File: src/rtl/ddr_cmd_pkg.sv
// Shared DDR command encodings and sequencer state type for the bank sequencer slice.
package ddr_cmd_pkg;

   // Command pins are {RAS, CAS, WE}, all active low.
   typedef enum logic [2:0] {
      CMD_NOOP = 3'b111,
      CMD_ACTV = 3'b011,
      CMD_READ = 3'b101,
      CMD_WRTE = 3'b100,
      CMD_PRCH = 3'b010,
      CMD_ARSR = 3'b001
   } ddr_cmd_e;

   typedef enum logic [2:0] {
      ST_IDLE     = 3'd0,
      ST_DECODE   = 3'd1,
      ST_PRCH     = 3'd2,
      ST_ACTV     = 3'd3,
      ST_REF_PRCH = 3'd4,
      ST_REF_ARSR = 3'd5
   } seq_state_e;

   localparam int unsigned A10_BIT = 10;

endpackage

File: src/rtl/ddr_row_table.sv
// Per-bank open-row bookkeeping: open flag plus the row latched by the last ACTV to that bank.
module ddr_row_table
   import ddr_cmd_pkg::*;
#(
   parameter int unsigned ROW_W  = 13,
   parameter int unsigned BANK_W = 2
) (
   input  logic              clk_i,
   input  logic              rst_i,
   input  logic [BANK_W-1:0] lookup_bank_i,
   input  logic [ROW_W-1:0]  lookup_row_i,
   output logic              hit_o,
   output logic              closed_o,
   input  logic              set_i,
   input  logic [BANK_W-1:0] set_bank_i,
   input  logic [ROW_W-1:0]  set_row_i,
   input  logic              clr_one_i,
   input  logic [BANK_W-1:0] clr_bank_i,
   input  logic              clr_all_i,
   output logic              any_open_o
);

   localparam int unsigned NUM_BANKS = 2 ** BANK_W;

   logic [NUM_BANKS-1:0] open_q;
   logic [ROW_W-1:0]     row_q [NUM_BANKS];

   // Open flags and row registers; a clear always outranks a set in the same cycle.
   always_ff @(posedge clk_i or posedge rst_i) begin
      if (rst_i) begin
         open_q <= {NUM_BANKS{1'b0}};
         for (int i = 0; i < NUM_BANKS; i++) begin
            row_q[i] <= {ROW_W{1'b0}};
         end
      end else if (clr_all_i) begin
         open_q <= {NUM_BANKS{1'b0}};
      end else if (clr_one_i) begin
         open_q[clr_bank_i] <= 1'b0;
      end else if (set_i) begin
         open_q[set_bank_i] <= 1'b1;
         row_q[set_bank_i]  <= set_row_i;
      end
   end

   assign closed_o   = ~open_q[lookup_bank_i];
   assign hit_o      = open_q[lookup_bank_i] & (row_q[lookup_bank_i] == lookup_row_i);
   assign any_open_o = |open_q;

endmodule

File: src/rtl/ddr_bank_sequencer.sv
// DDR SDRAM command sequencer: open-row tracking per bank, one request at a time,
// programmable tRP/tRCD/tRFC and toggle-style refresh; command/address pins are registered.
module ddr_bank_sequencer
   import ddr_cmd_pkg::*;
#(
   parameter int unsigned ROW_W       = 13,
   parameter int unsigned COL_W       = 10,
   parameter int unsigned BANK_W      = 2,
   parameter int unsigned T_RP        = 3,
   parameter int unsigned T_RCD       = 3,
   parameter int unsigned T_RFC       = 10,
   parameter int unsigned CAS_LATENCY = 3,
   parameter int unsigned CNT_W       = 4
) (
   input  logic                          clk_i,
   input  logic                          rst_i,
   input  logic                          refresh_strobe_i,
   input  logic                          req_valid_i,
   output logic                          req_ready_o,
   input  logic                          req_we_i,
   input  logic [ROW_W+BANK_W+COL_W-1:0] req_addr_i,
   output logic [2:0]                    cmd_o,
   output logic [ROW_W-1:0]              addr_o,
   output logic [BANK_W-1:0]             bank_o,
   output logic                          wr_en_o,
   output logic                          rd_valid_o,
   output logic                          any_row_open_o
);

   localparam int unsigned AW = ROW_W + BANK_W + COL_W;
   // Counters load T-1 so the next command lands exactly T cycles after the previous one.
   localparam logic [CNT_W-1:0] RP_LD  = CNT_W'(T_RP - 1);
   localparam logic [CNT_W-1:0] RCD_LD = CNT_W'(T_RCD - 1);
   localparam logic [CNT_W-1:0] RFC_LD = CNT_W'(T_RFC - 1);
   localparam logic [CNT_W-1:0] CNT_ONE = {{(CNT_W-1){1'b0}}, 1'b1};

   seq_state_e              state_q, state_d;
   logic [CNT_W-1:0]        cnt_q, cnt_d;
   ddr_cmd_e                cmd_q, cmd_d;
   logic [ROW_W-1:0]        addr_q, addr_d;
   logic [BANK_W-1:0]       bank_q, bank_d;
   logic                    ack_q, ack_d;
   logic                    wr_en_q;
   logic [CAS_LATENCY-1:0]  rd_pipe_q;
   logic                    req_we_q;
   logic [AW-1:0]           req_addr_q;

   logic                    refresh_pending_s;
   logic                    hit_s, closed_s, any_open_s;
   logic                    set_s, clr_one_s, clr_all_s;
   logic                    go_actv_s, go_rw_s;
   logic [ROW_W-1:0]        req_row_s;
   logic [BANK_W-1:0]       req_bank_s;
   logic [ROW_W-1:0]        rw_addr_s;

   assign req_row_s         = req_addr_q[AW-1 -: ROW_W];
   assign req_bank_s        = req_addr_q[COL_W +: BANK_W];
   assign refresh_pending_s = refresh_strobe_i ^ ack_q;
   assign req_ready_o       = (state_q == ST_IDLE) & ~refresh_pending_s & ~rst_i;

   ddr_row_table #(
      .ROW_W  (ROW_W),
      .BANK_W (BANK_W)
   ) u_row_table (
      .clk_i         (clk_i),
      .rst_i         (rst_i),
      .lookup_bank_i (req_bank_s),
      .lookup_row_i  (req_row_s),
      .hit_o         (hit_s),
      .closed_o      (closed_s),
      .set_i         (set_s),
      .set_bank_i    (req_bank_s),
      .set_row_i     (req_row_s),
      .clr_one_i     (clr_one_s),
      .clr_bank_i    (req_bank_s),
      .clr_all_i     (clr_all_s),
      .any_open_o    (any_open_s)
   );

   // Column address, zero-extended, with A10 low so READ/WRTE never auto-precharge.
   always_comb begin
      rw_addr_s              = {ROW_W{1'b0}};
      rw_addr_s[COL_W-1:0]   = req_addr_q[COL_W-1:0];
      rw_addr_s[A10_BIT]     = 1'b0;
   end

   // Next-state and command decode.
   always_comb begin
      state_d   = state_q;
      cnt_d     = cnt_q;
      cmd_d     = CMD_NOOP;
      addr_d    = addr_q;
      bank_d    = bank_q;
      ack_d     = ack_q;
      set_s     = 1'b0;
      clr_one_s = 1'b0;
      clr_all_s = 1'b0;
      go_actv_s = 1'b0;
      go_rw_s   = 1'b0;
      case (state_q)
         ST_IDLE: begin
            if (refresh_pending_s) begin
               if (any_open_s) begin
                  cmd_d           = CMD_PRCH;
                  addr_d          = {ROW_W{1'b0}};
                  addr_d[A10_BIT] = 1'b1;
                  bank_d          = {BANK_W{1'b0}};
                  clr_all_s       = 1'b1;
                  cnt_d           = RP_LD;
                  state_d         = ST_REF_PRCH;
               end else begin
                  cmd_d   = CMD_ARSR;
                  ack_d   = refresh_strobe_i;
                  cnt_d   = RFC_LD;
                  state_d = ST_REF_ARSR;
               end
            end else if (req_valid_i) begin
               state_d = ST_DECODE;
            end else begin
               state_d = ST_IDLE;
            end
         end
         ST_DECODE: begin
            if (hit_s) begin
               go_rw_s = 1'b1;
            end else if (closed_s) begin
               go_actv_s = 1'b1;
            end else begin
               cmd_d     = CMD_PRCH;
               addr_d    = {ROW_W{1'b0}};
               bank_d    = req_bank_s;
               clr_one_s = 1'b1;
               cnt_d     = RP_LD;
               state_d   = ST_PRCH;
            end
         end
         ST_PRCH: begin
            if (cnt_q == {CNT_W{1'b0}}) begin
               go_actv_s = 1'b1;
            end else begin
               cnt_d = cnt_q - CNT_ONE;
            end
         end
         ST_ACTV: begin
            if (cnt_q == {CNT_W{1'b0}}) begin
               go_rw_s = 1'b1;
            end else begin
               cnt_d = cnt_q - CNT_ONE;
            end
         end
         ST_REF_PRCH: begin
            if (cnt_q == {CNT_W{1'b0}}) begin
               cmd_d   = CMD_ARSR;
               ack_d   = refresh_strobe_i;
               cnt_d   = RFC_LD;
               state_d = ST_REF_ARSR;
            end else begin
               cnt_d = cnt_q - CNT_ONE;
            end
         end
         ST_REF_ARSR: begin
            if (cnt_q == {CNT_W{1'b0}}) begin
               state_d = ST_IDLE;
            end else begin
               cnt_d = cnt_q - CNT_ONE;
            end
         end
         default: begin
            state_d = ST_IDLE;
         end
      endcase
      case ({go_actv_s, go_rw_s})
         2'b10: begin
            cmd_d   = CMD_ACTV;
            addr_d  = req_row_s;
            bank_d  = req_bank_s;
            set_s   = 1'b1;
            cnt_d   = RCD_LD;
            state_d = ST_ACTV;
         end
         2'b01: begin
            cmd_d   = req_we_q ? CMD_WRTE : CMD_READ;
            addr_d  = rw_addr_s;
            bank_d  = req_bank_s;
            state_d = ST_IDLE;
         end
         default: begin
            set_s = set_s;
         end
      endcase
   end

   // State, pin registers, refresh ack, data-phase pulses and the accepted request.
   always_ff @(posedge clk_i or posedge rst_i) begin
      if (rst_i) begin
         state_q    <= ST_IDLE;
         cnt_q      <= {CNT_W{1'b0}};
         cmd_q      <= CMD_NOOP;
         addr_q     <= {ROW_W{1'b0}};
         bank_q     <= {BANK_W{1'b0}};
         ack_q      <= 1'b0;
         wr_en_q    <= 1'b0;
         rd_pipe_q  <= {CAS_LATENCY{1'b0}};
         req_we_q   <= 1'b0;
         req_addr_q <= {AW{1'b0}};
      end else begin
         state_q      <= state_d;
         cnt_q        <= cnt_d;
         cmd_q        <= cmd_d;
         addr_q       <= addr_d;
         bank_q       <= bank_d;
         ack_q        <= ack_d;
         wr_en_q      <= (cmd_q == CMD_WRTE);
         rd_pipe_q[0] <= (cmd_q == CMD_READ);
         for (int i = 1; i < CAS_LATENCY; i++) begin
            rd_pipe_q[i] <= rd_pipe_q[i-1];
         end
         if (req_valid_i && req_ready_o) begin
            req_we_q   <= req_we_i;
            req_addr_q <= req_addr_i;
         end
      end
   end

   assign cmd_o          = cmd_q;
   assign addr_o         = addr_q;
   assign bank_o         = bank_q;
   assign wr_en_o        = wr_en_q;
   assign rd_valid_o     = rd_pipe_q[CAS_LATENCY-1];
   assign any_row_open_o = any_open_s;

endmodule

File: config.mk
export PLATFORM = sky130hd
export DESIGN_NAME = ddr_bank_sequencer
export DESIGN_NICKNAME = d
export VERILOG_FILES = /design/src/rtl/ddr_cmd_pkg.sv /design/src/rtl/ddr_row_table.sv /design/src/rtl/ddr_bank_sequencer.sv
export SDC_FILE = /design/constraint.sdc
export NUM_CORES = 1
export LEC_CHECK = 0
export BUFFER_PORTS_ARGS = -buffer_cell sky130_fd_sc_hd__buf_2
export CAP_MARGIN = 0
export CORE_MARGIN = 10
export CORE_UTILIZATION = 50
export CTS_BUF_LIST = sky130_fd_sc_hd__clkbuf_8
export CTS_CLUSTER_DIAMETER = 50
export DETAILED_ROUTE_END_ITERATION = 8
export GPL_ROUTABILITY_DRIVEN = 0
export GPL_TIMING_DRIVEN = 0
export PLACE_DENSITY = 0.66
export SYNTH_ARGS = -nofsm -noshare
export SYNTH_HDL_FRONTEND = slang
export SYNTH_SLANG_ARGS = --single-unit
File: constraint.sdc
create_clock -name clk_i -period 5 [get_ports clk_i]
set_input_delay 1 -clock clk_i [delete_from_list [all_inputs] [get_ports clk_i]]
set_output_delay 1 -clock clk_i [all_outputs]
set_load 0.01 [all_outputs]
==> impl_results.md <==
- Outcome: completed
- Clock Power Share: 0.147
- CTS tree: yes
- Logic pwr share: 0.463
- Dpl hpwl: roughly 8700 microns
- First-pass GRT wire length: between 15000 and 20000 microns
- Die Y: between 100 and 150 microns
- Int Pwr: roughly 0.0025 W
- Routed Wire Length: 12200 microns
- Layout cell share with drive strength beyond 1: 0.364
- Netlist cell types: 53
- Drt wl/cell: just under 20 microns
- Antenna violations before repair: 0
- Max-slew headroom: 0.493
- Area of the core: 0.0104 sq mm
- Critical Path AT: 4.86 ns
- CP Launch Type: register
- I/O pin total: 52
- Number of global-route vias before repair: around 3800
- Port bufs: 51
- # fillers: 926
- Final period utilization: 0.912
- HP Class: register to register
- Root Buffer: clkbuf_8
- Worst Path Buf+Inv: 3
- Cts bufs inserted: 9
- Hold slack: 0.361 ns
- Htree depth: 3
- CTS Buffer Depth: 2
- Vias: 3679
- Peak Freq: around 0.22 GHz
- Synthesized cell area: roughly 0.0053 sq mm
- Area of the multi-input gates: roughly 0.0024 sq mm
- Synth top cells by count: 109 x dfrtp_1, 75 x mux2_2, 21 x nand2_1, 17 x clkbuf_1, 16 x nor2_1
- Drt first pass iters: 5
- Layout Cells excl Fill: between 600 and 700
- Via/cell ratio: between 5 and 6
- Area contributors post-synth: dfrtp_1 51%, mux2_2 16%, mux4_2 5.9%
- Synthesized net count: ~450
- Worst slew pin tran: 0.760 ns
- Dominant synthesized flop cell: dfrtp_1
- Crit-path max cell delay: approximately 0.63 ns
- Cells along the critical path: buf_4 -> mux4_2 -> xnor2_1 -> nand2_1 -> nor4_4 -> a22oi_1 -> nor2_1 -> ha_1 -> clkbuf_1 -> o2111ai_1 -> and2_1 -> a31oi_1 -> buf_2 -> o2bb2ai_1
- ANT cells: 0
- Clk_lat worst skew: 0.37 ns
- Sw frac: 0.395
- Worst Setup End Kind: register
- Synth Instances: between 400 and 500
- CTS Sinks: 112
- Yosys warnings: 0
- Max_cap viols: 0
- Synth Register Bits: around 110
- DRC Markers: 0
- CP delay by family, top: simple AND/OR/NAND/NOR gates
- Layout Nets: 512
- Die Wd: around 120 microns
- Pin count of the biggest net entering global routing: 61
- Critical-path top delay cell: nor4_4
- Placed Cells: 603
- Register clock-pin slew on the reported worst setup and hold paths: 0.10 ns
- Setup violators final: 0
- Post-synth top area share: 0.511
- Die ar.: around 0.015 sq mm
- Syn avg cell area: approximately 13 sq um
- Switch Pwr: roughly 0.0016 W
- Worst clock skew: roughly 0.009 ns
- VDD IR max: roughly 0.29 mV
- Area leader, netlist: dfrtp_1
- CP Data Required Time: 5.30 ns
- Sequential Area: 0.00281 sq mm
- Initial Util: 0.515
- Area grow syn2layout: 12.8%
- Count leader, synth: dfrtp_1
- # rows: 37
- Initial DRC count: 355
- GRT Util Overall: 0.166
- Seq/Total Area, Yosys: 0.526
- Setup CP Type: register to register
- Final Slew Violations: 0
- Cts hold-fix bufs: 0
- Hold Violations, Final: 0
- Part of the power in registers: 0.390
- RSZ-0062 raised after global routing: no
- Final worst path period need: about 4.6 ns
- Crit-path max FO: 10
- Post-route ant nets: 0
- FFs w/ async S/R, synth: 1.00
- EDFF count, synth: 0
- Cell Pwr Density: just under 700 mW/mm^2
- Total congestion overflow: 0
- P_leak: approximately 2.7 nW
==> repair_timing <==
action / in CTS / in global routing
gates resized for setup: 0 / 1
setup endpoints to repair: 0 / 10
setup buffers: 0 / 0
==> worst paths after layout <==
path / from / endpoint / slack (ns) / cells after the start
worst max-delay path: req_addr_q[11]$_DFFE_PP0P_ / addr_o[0]$_DFFE_PP0P_ / 0.44 / 14
max in group asynchronous: rst_i / bank_o[1]$_DFFE_PP0P_ / 3.50 / 3
min in group asynchronous: rst_i / state_q[2]$_DFFE_PP0P_ / 0.78 / 2
worst min register to register: rd_pipe_q[0]$_DFF_PP0_ / rd_pipe_q[1]$_DFF_PP0_ / 0.36 / 0
worst max register to register: req_addr_q[11]$_DFFE_PP0P_ / addr_o[0]$_DFFE_PP0P_ / 0.44 / 14
worst min-delay path: rd_pipe_q[0]$_DFF_PP0_ / rd_pipe_q[1]$_DFF_PP0_ / 0.36 / 0
==> layout make-up <==
type / count / area share
flip-flops and latches: 112 / 0.466
multi-input cells: 265 / 0.395
repair buffers: 52 / 0.0469
well taps: 136 / 0.0283
clock buffers: 9 / 0.0206
plain buffers: 26 / 0.0183
clock inverters: 7 / 0.0170
inverters: 12 / 0.00789
==> layout by cell type, fill, tap and decap left out, types with 3 or more instances in the layout <==
cell,synthesis,routed
nor2b_1,3,3
clkbuf_8,0,9
a211oi_1,8,8
buf_2,6,57
a21oi_1,12,12
mux2_2,75,75
a22oi_1,11,11
o221ai_1,4,4
o21ai_0,5,5
clkbuf_1,17,17
dfrtp_1,109,109
nand3_1,8,8
dfstp_2,3,3
inv_1,12,12
nand2_1,21,21
o211ai_1,4,4
mux2_1,5,5
xnor2_1,14,14
or2_2,3,3
ha_1,4,4
o2bb2ai_1,12,12
mux4_2,14,14
nand4_1,3,3
o2111ai_2,3,3
nor3_1,3,3
nor2_1,16,16
a31oi_1,4,4
==> per-stage QoR <==
stage	setup WS, ns	power [W]	utilization	instance area (sq um)	setup TNS [ns]
3_3_place_gp	-0.179	0.00345	0.556	5770	-18.82
5_1_grt	0.0141	0.00440	0.581	6020	0
4_1_cts	0.311	0.00413	0.581	6020	0
3_5_place_dp	0.349	0.00352	0.559	5800	0
2_1_floorplan	1.05	0.00299	-	5340	0
6_report	0.442	0.00411	0.581	6020	0
==> per-layer routing <==
layer / routed length, microns / up-vias / track usage / part of all wire
met3: 539 / 17 / 0.0397 / 0.044
met2: 6230 / 76 / 0.283 / 0.51
met4: 207 / 0 / 0.0422 / 0.017
met5: 0 / - / 0 / 0
met1: 5210 / 1908 / 0.208 / 0.43
li1: - / 1678 / - / -
==> power by group through the flow <==
stage,Sequential [W],Clock [W],Combinational [W]
finish,0.00160,0.000604,0.00190
global route,0.00166,0.000652,0.00209
CTS,0.00160,0.000620,0.00191
detailed placement,0.00162,0,0.00190
global placement,0.00160,0,0.00186
floorplan,0.00154,0,0.00145
==> cell families after synthesis <==
| family | Yosys count | synth area share |
|---|---|---|
| DFF | 112 | 0.526 |
| muxes | 94 | 0.228 |
| AOI/OAI and AO/OA | 82 | 0.117 |
| and+or+nand+nor | 70 | 0.0668 |
| buffers and inverters | 38 | 0.0288 |
| xor gates and xnor gates | 15 | 0.0246 |
| adders and majority gates | 4 | 0.00937 |
==> sequential cells by signal, indices dropped and copies added (netlist names), 3 cells and up <==
name,cells
u_row_table.row_q,52
u_row_table.open_q,4
req_addr_q,25
cnt_q,4
state_q,3
cmd_o,3
addr_o,13
rd_pipe_q,3
(Power assumes the default switching activity.)
